===== src/rtl/id_ex_stage.sv =====
// ID/EX pipeline register with operand forwarding, load-use interlock and branch flush.
// Optional feature macro: FWD_EN enables EX/WB forwarding and held-operand refresh.
module id_ex_stage #(
    parameter int DATA_W  = 64,
    parameter int INSTR_W = 32
) (
    input  logic              clk,
    input  logic              rst_n,
    input  logic              in_valid,
    output logic              in_ready,
    input  logic [0:INSTR_W-1] in_instr,
    input  logic [0:DATA_W-1] in_rA_val,
    input  logic [0:DATA_W-1] in_rB_val,
    input  logic              flush,
    input  logic              ex_wr_en,
    input  logic [0:4]        ex_wr_addr,
    input  logic [0:DATA_W-1] ex_wr_data,
    input  logic              wb_wr_en,
    input  logic [0:4]        wb_wr_addr,
    input  logic [0:DATA_W-1] wb_wr_data,
    output logic              out_valid,
    input  logic              out_ready,
    output logic [0:5]        Op_code,
    output logic [0:5]        R_ins,
    output logic [0:1]        WW,
    output logic [0:4]        rD_addr,
    output logic [0:DATA_W-1] rA_64bit_val,
    output logic [0:DATA_W-1] rB_64bit_val
);

    localparam logic [0:5] OP_LOAD = 6'b100000;

    logic              valid_q, valid_d;
    logic [0:5]        op_q, op_d;
    logic [0:5]        rins_q, rins_d;
    logic [0:1]        ww_q, ww_d;
    logic [0:4]        rd_q, rd_d;
    logic [0:4]        src_a_q, src_a_d;
    logic [0:4]        src_b_q, src_b_d;
    logic [0:DATA_W-1] a_q, a_d;
    logic [0:DATA_W-1] b_q, b_d;

    logic [0:5] f_op, f_rins;
    logic [0:4] f_rd, f_ra, f_rb;
    logic [0:1] f_ww;
    logic       load_use, in_fire, out_fire;

    assign f_op   = in_instr[0:5];
    assign f_rd   = in_instr[6:10];
    assign f_ra   = in_instr[11:15];
    assign f_rb   = in_instr[16:20];
    assign f_ww   = in_instr[24:25];
    assign f_rins = in_instr[26:31];

    // Conservative: both source fields count as reads for every opcode.
    assign load_use = valid_q && (op_q == OP_LOAD) && (rd_q != 5'd0) && in_valid
                      && ((f_ra == rd_q) || (f_rb == rd_q));

    assign in_ready = (!valid_q || out_ready) && !flush && !load_use;
    assign in_fire  = in_valid && in_ready;
    assign out_fire = valid_q && out_ready;

`ifdef FWD_EN
    function automatic logic [0:DATA_W-1] fwd(input logic [0:4] src,
                                              input logic [0:DATA_W-1] dflt);
        logic [0:DATA_W-1] r;
        r = dflt;
        if (src == 5'd0)                           r = '0;
        else if (ex_wr_en && (ex_wr_addr == src))  r = ex_wr_data;
        else if (wb_wr_en && (wb_wr_addr == src))  r = wb_wr_data;
        return r;
    endfunction
`else
    function automatic logic [0:DATA_W-1] fwd(input logic [0:4] src,
                                              input logic [0:DATA_W-1] dflt);
        return (src == 5'd0) ? '0 : dflt;
    endfunction

    logic unused_fwd;
    assign unused_fwd = ^{ex_wr_en, ex_wr_addr, ex_wr_data,
                          wb_wr_en, wb_wr_addr, wb_wr_data};
`endif

    logic unused_instr;
    assign unused_instr = ^in_instr[21:23];

    always_comb begin
        valid_d = valid_q;
        op_d    = op_q;
        rins_d  = rins_q;
        ww_d    = ww_q;
        rd_d    = rd_q;
        src_a_d = src_a_q;
        src_b_d = src_b_q;
        a_d     = a_q;
        b_d     = b_q;
        if (flush) begin
            valid_d = 1'b0;
        end else if (in_fire) begin
            valid_d = 1'b1;
            op_d    = f_op;
            rins_d  = f_rins;
            ww_d    = f_ww;
            rd_d    = f_rd;
            src_a_d = f_ra;
            src_b_d = f_rb;
            a_d     = fwd(f_ra, in_rA_val);
            b_d     = fwd(f_rb, in_rB_val);
        end else if (out_fire) begin
            valid_d = 1'b0;
        end else if (valid_q) begin
`ifdef FWD_EN
            // Stalled: pick up any writeback passing the held instruction.
            a_d = fwd(src_a_q, a_q);
            b_d = fwd(src_b_q, b_q);
`endif
        end
    end

    always_ff @(posedge clk or negedge rst_n) begin
        if (!rst_n) begin
            valid_q <= 1'b0;
            op_q    <= '0;
            rins_q  <= '0;
            ww_q    <= '0;
            rd_q    <= '0;
            src_a_q <= '0;
            src_b_q <= '0;
            a_q     <= '0;
            b_q     <= '0;
        end else begin
            valid_q <= valid_d;
            op_q    <= op_d;
            rins_q  <= rins_d;
            ww_q    <= ww_d;
            rd_q    <= rd_d;
            src_a_q <= src_a_d;
            src_b_q <= src_b_d;
            a_q     <= a_d;
            b_q     <= b_d;
        end
    end

    assign out_valid    = valid_q;
    assign Op_code      = op_q;
    assign R_ins        = rins_q;
    assign WW           = ww_q;
    assign rD_addr      = rd_q;
    assign rA_64bit_val = a_q;
    assign rB_64bit_val = b_q;

endmodule


===== config.mk =====
export PLATFORM = sky130hd
export DESIGN_NAME = id_ex_stage
export DESIGN_NICKNAME = d
export VERILOG_FILES = /design/src/rtl/id_ex_stage.sv
export SDC_FILE = /design/constraint.sdc
export NUM_CORES = 1
export LEC_CHECK = 0
export CORE_AREA = 3 3 178 180
export DETAILED_ROUTE_END_ITERATION = 12
export DIE_AREA = 0 0 181 183
export HOLD_SLACK_MARGIN = 0.08
export MAX_ROUTING_LAYER = met4
export PLACE_DENSITY = 0.53
export SYNTH_ARGS = -nofsm -noshare
export SYNTH_HDL_FRONTEND = slang
export SYNTH_SLANG_ARGS = --single-unit

===== constraint.sdc =====
create_clock -name clk -period 2.27 [get_ports clk]
set_input_delay 0.227 -clock clk [delete_from_list [all_inputs] [get_ports clk]]
set_output_delay 0.227 -clock clk [all_outputs]
set_load 0.05 [all_outputs]

==> Implementation_results.wiki <==
{| class="wikitable"
! Metric !! Value
|-
| Switching share of power || 0.3699
|-
| Total length of routed wires || 22.27 mm
|-
| Clock tree from TritonCTS || built
|-
| Source of the worst register-to-register timing path || rD_addr[0]
|-
| Number of filler cells placed in the layout || approximately 3000
|-
| Power per standard cell area || 887.0 nW/µm²
|-
| Count of vias placed by the detailed router || 5492
|-
| Syn Inst Count || 524
|-
| Minimum clock period || 2215 ps
|-
| 1st-iter DRT viols || 163
|-
| Rows || 64
|-
| Share of the clock period used by the worst path || 0.9758
|-
| First-pass iteration count of the detailed router || 4
|-
| Worst Max-Slew Pin Slew || 581.6 ps
|-
| Setup-failing EPs final || 0
|-
| Max_cap viols || 0
|-
| Combinational share of power || 0.349
|-
| Number of top-level pins || approximately 450
|-
| Maximum fanout encountered on the critical timing path || 3
|-
| Utilization after layout || 0.3494
|-
| Hold-critical path endpoint || rA_64bit_val[25]
|-
| P_leak || 4.126 nW
|-
| H-tree depth reported by CTS || 4
|-
| Number of cells on the worst hold path || 3
|-
| R2r worst-path depth || 8
|-
| Met3 Wirelength || 1.632 mm
|-
| Mean area per synthesized cell || around 12 µm²
|-
| Worst Path Required || 2040 ps
|-
| Final Wtd Congestion || around 0.73
|-
| Seq. cell area || 3707 µm²
|-
| Endpoint kind of the worst setup timing path || primary output
|-
| Core region area || approximately 30000 µm²
|-
| Antenna violations before repair || 1
|-
| Area of the multi-input gates || about 2300 µm²
|-
| Part of the power in registers || 0.348
|-
| Clock Pin Slew Worst Setup and Hold Paths || 70 ps
|-
| Half-perimeter wire length after detailed placement || 15.49 mm
|-
| Final layout net count || 1139
|-
| Net switching power || roughly 3.5 mW
|-
| Outcome || finished clean
|-
| Fraction of the yosys area taken by sequential cells || 0.6019
|-
| Routed length on met2 || approximately 10 mm
|-
| Count of buffers from port buffering || 310
|-
| Syn Nets || 829
|-
| CTS max path bufs || 2
|-
| Horizontal die dimension || 181 µm
|-
| Die area || 33120 µm²
|-
| Clk_lat worst skew || 410 ps
|-
| Final hold viol count || 0
|-
| Ratio of routed vias to standard cells || 4.415
|-
| Slew Viols, Final || 0
|-
| Uppermost routed layer || met4
|-
| Worst setup skew after layout || 12.70 ps
|-
| Arrival time at the worst endpoint || 1990 ps
|-
| ANT nets after route || 0
|-
| Peak ir drop on the vdd network || between 0.0004 and 0.0005 V
|-
| Post-Place Cell Area || around 10000 µm²
|-
| Effective utilization at floorplan || 0.2028
|-
| Worst Min Path Start || in_rA_val[25]
|-
| Mean routed wirelength per cell || 17.90 µm
|-
| Synthesis Warnings || 0
|-
| Worst hold-check path type || in -> reg
|-
| Area of all placed cells without fillers || 10600 µm²
|-
| Wire length of the first global-routing pass || roughly 35 mm
|-
| Kind of critical path || reg -> out
|-
| Sinks on the clock net || 148
|-
| # DRC || 0
|-
| Critical R2R Capture || WW[0]
|-
| Maximum number of pins on one net before global-route repair || between 70 and 80
|-
| Cell variety after synth || 22
|-
| Gr usage total || 0.1368
|-
| Critical path startpoint category || register
|-
| RSZ-0062 raised after global routing || yes
|-
| Syn-to-layout area delta || 72.31%
|-
| Clock buffer count from CTS || 17
|-
| Power Internal || 5.926 mW
|-
| Overflow left after global routing || 0
|-
| Clock network fraction of total power || 0.304
|-
| Routed metal-1 wirelength || just over 10 mm
|-
| Number of synthesized register bits || ~150
|-
| Highest clock rate || 0.4514 GHz
|-
| Ratio of cells with drive above 1 in the final layout || 0.09799
|-
| Headroom to the max-slew limit || 0.6111
|-
| Die extent in y || 183 µm
|-
| Clock Tree Root || sky130_fd_sc_hd__clkbuf_16
|-
| Syn Std Cell Area || 6153 µm²
|-
| Reg2reg setup slack || 120 ps
|-
| Number of global-route vias before repair || between 5000 and 6000
|}
[logic make-up after synthesis]
family                 after synthesis  share of synthesized area
multiplexers                        14                    0.02562
XOR/XNOR                            10                    0.01423
buffers and inverters               56                    0.03904
AO/OA/AOI/OAI                      138                     0.1926
AND/OR/NAND/NOR                    158                     0.1267
flip-flops                         148                     0.6019
[power by group through the flow]
stage               Clock, mW  Sequential, mW  Combinational [mW]
floorplan                   0            4.71               0.483
global placement            0            3.31                3.28
detailed placement          0            3.31                3.29
CTS                      2.99            3.27                3.31
global route             3.09            3.33                3.42
finish                   2.86            3.27                3.28
[through the flow]
| step | setup slack, ps | power, mW | hold slack (ps) | TNS [ps] | instances |
|---|---|---|---|---|---|
| floorplan | -10.05 | 5.188 | -68.59 | -10.05 | 524 |
| global placement | 9.963 | 6.585 | 250.9 | 0 | 1205 |
| detailed placement | 20.34 | 6.593 | 255.2 | 0 | 1205 |
| CTS | -19.51 | 9.570 | 335.5 | -19.51 | 1241 |
| global route | -36.60 | 9.842 | 345.7 | -36.60 | 1244 |
| finish | 54.84 | 9.404 | 368.3 | 0 | 1244 |
[worst max-delay path by stage]
stage	startpoint	to	slack, ps	cells past startpoint
after floorplan	rD_addr[3]	in_ready	-10	5
after global placement	in_instr[13]	R_ins[0]	10	8
after detailed placement	in_instr[15]	rD_addr[0]	20	8
after CTS	rD_addr[2]	in_ready	-20	5
after global routing	rD_addr[2]	in_ready	-40	5
final	rD_addr[2]	in_ready	50	5
[cell usage after synthesis]
| master | n | area, µm² |
|---|---|---|
| sky130_fd_sc_hd__a21oi_1 | 1 | 5.000 |
| sky130_fd_sc_hd__and4b_1 | 1 | 10.01 |
| sky130_fd_sc_hd__or4_1 | 1 | 7.510 |
| sky130_fd_sc_hd__o21ai_2 | 1 | 8.760 |
| sky130_fd_sc_hd__o2bb2ai_1 | 128 | 1121 |
| sky130_fd_sc_hd__o21ai_0 | 6 | 30.03 |
| sky130_fd_sc_hd__mux2_1 | 10 | 112.6 |
| sky130_fd_sc_hd__nand2_1 | 13 | 48.80 |
| sky130_fd_sc_hd__nor3_1 | 5 | 25.02 |
| sky130_fd_sc_hd__mux2_2 | 4 | 45.04 |
| sky130_fd_sc_hd__and2_1 | 1 | 6.260 |
| sky130_fd_sc_hd__clkbuf_1 | 32 | 120.1 |
| sky130_fd_sc_hd__dfrtp_1 | 148 | 3704 |
| sky130_fd_sc_hd__xor2_1 | 10 | 87.58 |
| sky130_fd_sc_hd__nand3_1 | 128 | 640.6 |
| sky130_fd_sc_hd__nand2b_1 | 1 | 6.260 |
| sky130_fd_sc_hd__nor2_1 | 6 | 22.52 |
| sky130_fd_sc_hd__nor2b_1 | 1 | 6.260 |
| sky130_fd_sc_hd__o211ai_2 | 1 | 12.51 |
| sky130_fd_sc_hd__nor4_1 | 1 | 6.260 |
| sky130_fd_sc_hd__a22oi_1 | 1 | 7.510 |
| sky130_fd_sc_hd__buf_2 | 24 | 120.1 |
[critical path: stages (launching register included)]
cell and delay (ps):
sky130_fd_sc_hd__dfrtp_2 400, sky130_fd_sc_hd__or4_4 550, sky130_fd_sc_hd__o211ai_4 220, sky130_fd_sc_hd__nor2_4 70, sky130_fd_sc_hd__nor3_4 160, sky130_fd_sc_hd__buf_6 190
[timing repair]
action                                 4_1_cts  5_1_grt
gates resized for setup                      3        0
hold buffers                                 1        0
setup endpoints to repair                    1        1
setup buffers                                3        2
endpoints found under the hold margin       50        0
pin swaps                                    3        2
[cell type report]
cell class                 instances  share of cell area
antenna                            1           0.0002360
clock buffer                      19             0.04083
clock inverter                    13             0.01392
multi-input combinational        320              0.2128
sequential                       148              0.3497
tap                              396             0.04673
timing repair buffer             347              0.3359
[state kept, by name, indices dropped and copies added (netlist names)]
name / count
rA_64bit_val: 64
rB_64bit_val: 64
Op_code: 6
R_ins: 6
rD_addr: 5
WW: 2
out_valid: 1
[metal layers]
layer / GRT usage / vias to the layer above
li1: - / 2604
met1: 0.1762 / 2669
met2: 0.2107 / 207
met3: 0.04562 / 12
met4: 0.03047 / 0
met5: - / -
[layout by cell type (no fill, tap or decap), types with 2 or more instances in the layout]
cell type,n
sky130_fd_sc_hd__clkbuf_16,17
sky130_fd_sc_hd__o2bb2ai_1,128
sky130_fd_sc_hd__clkinvlp_4,4
sky130_fd_sc_hd__xor2_1,10
sky130_fd_sc_hd__clkdlybuf4s50_1,308
sky130_fd_sc_hd__bufinv_16,2
sky130_fd_sc_hd__mux2_1,10
sky130_fd_sc_hd__dfrtp_2,3
sky130_fd_sc_hd__clkbuf_1,2
sky130_fd_sc_hd__nand2_1,11
sky130_fd_sc_hd__mux2_2,4
sky130_fd_sc_hd__nand3_1,128
sky130_fd_sc_hd__nor3_1,4
sky130_fd_sc_hd__nor2_1,5
sky130_fd_sc_hd__inv_6,5
sky130_fd_sc_hd__buf_12,14
sky130_fd_sc_hd__dfrtp_1,145
sky130_fd_sc_hd__buf_4,22
sky130_fd_sc_hd__o21ai_0,6
sky130_fd_sc_hd__buf_6,2
sky130_fd_sc_hd__nand2_2,2
(Power assumes the default switching activity.)
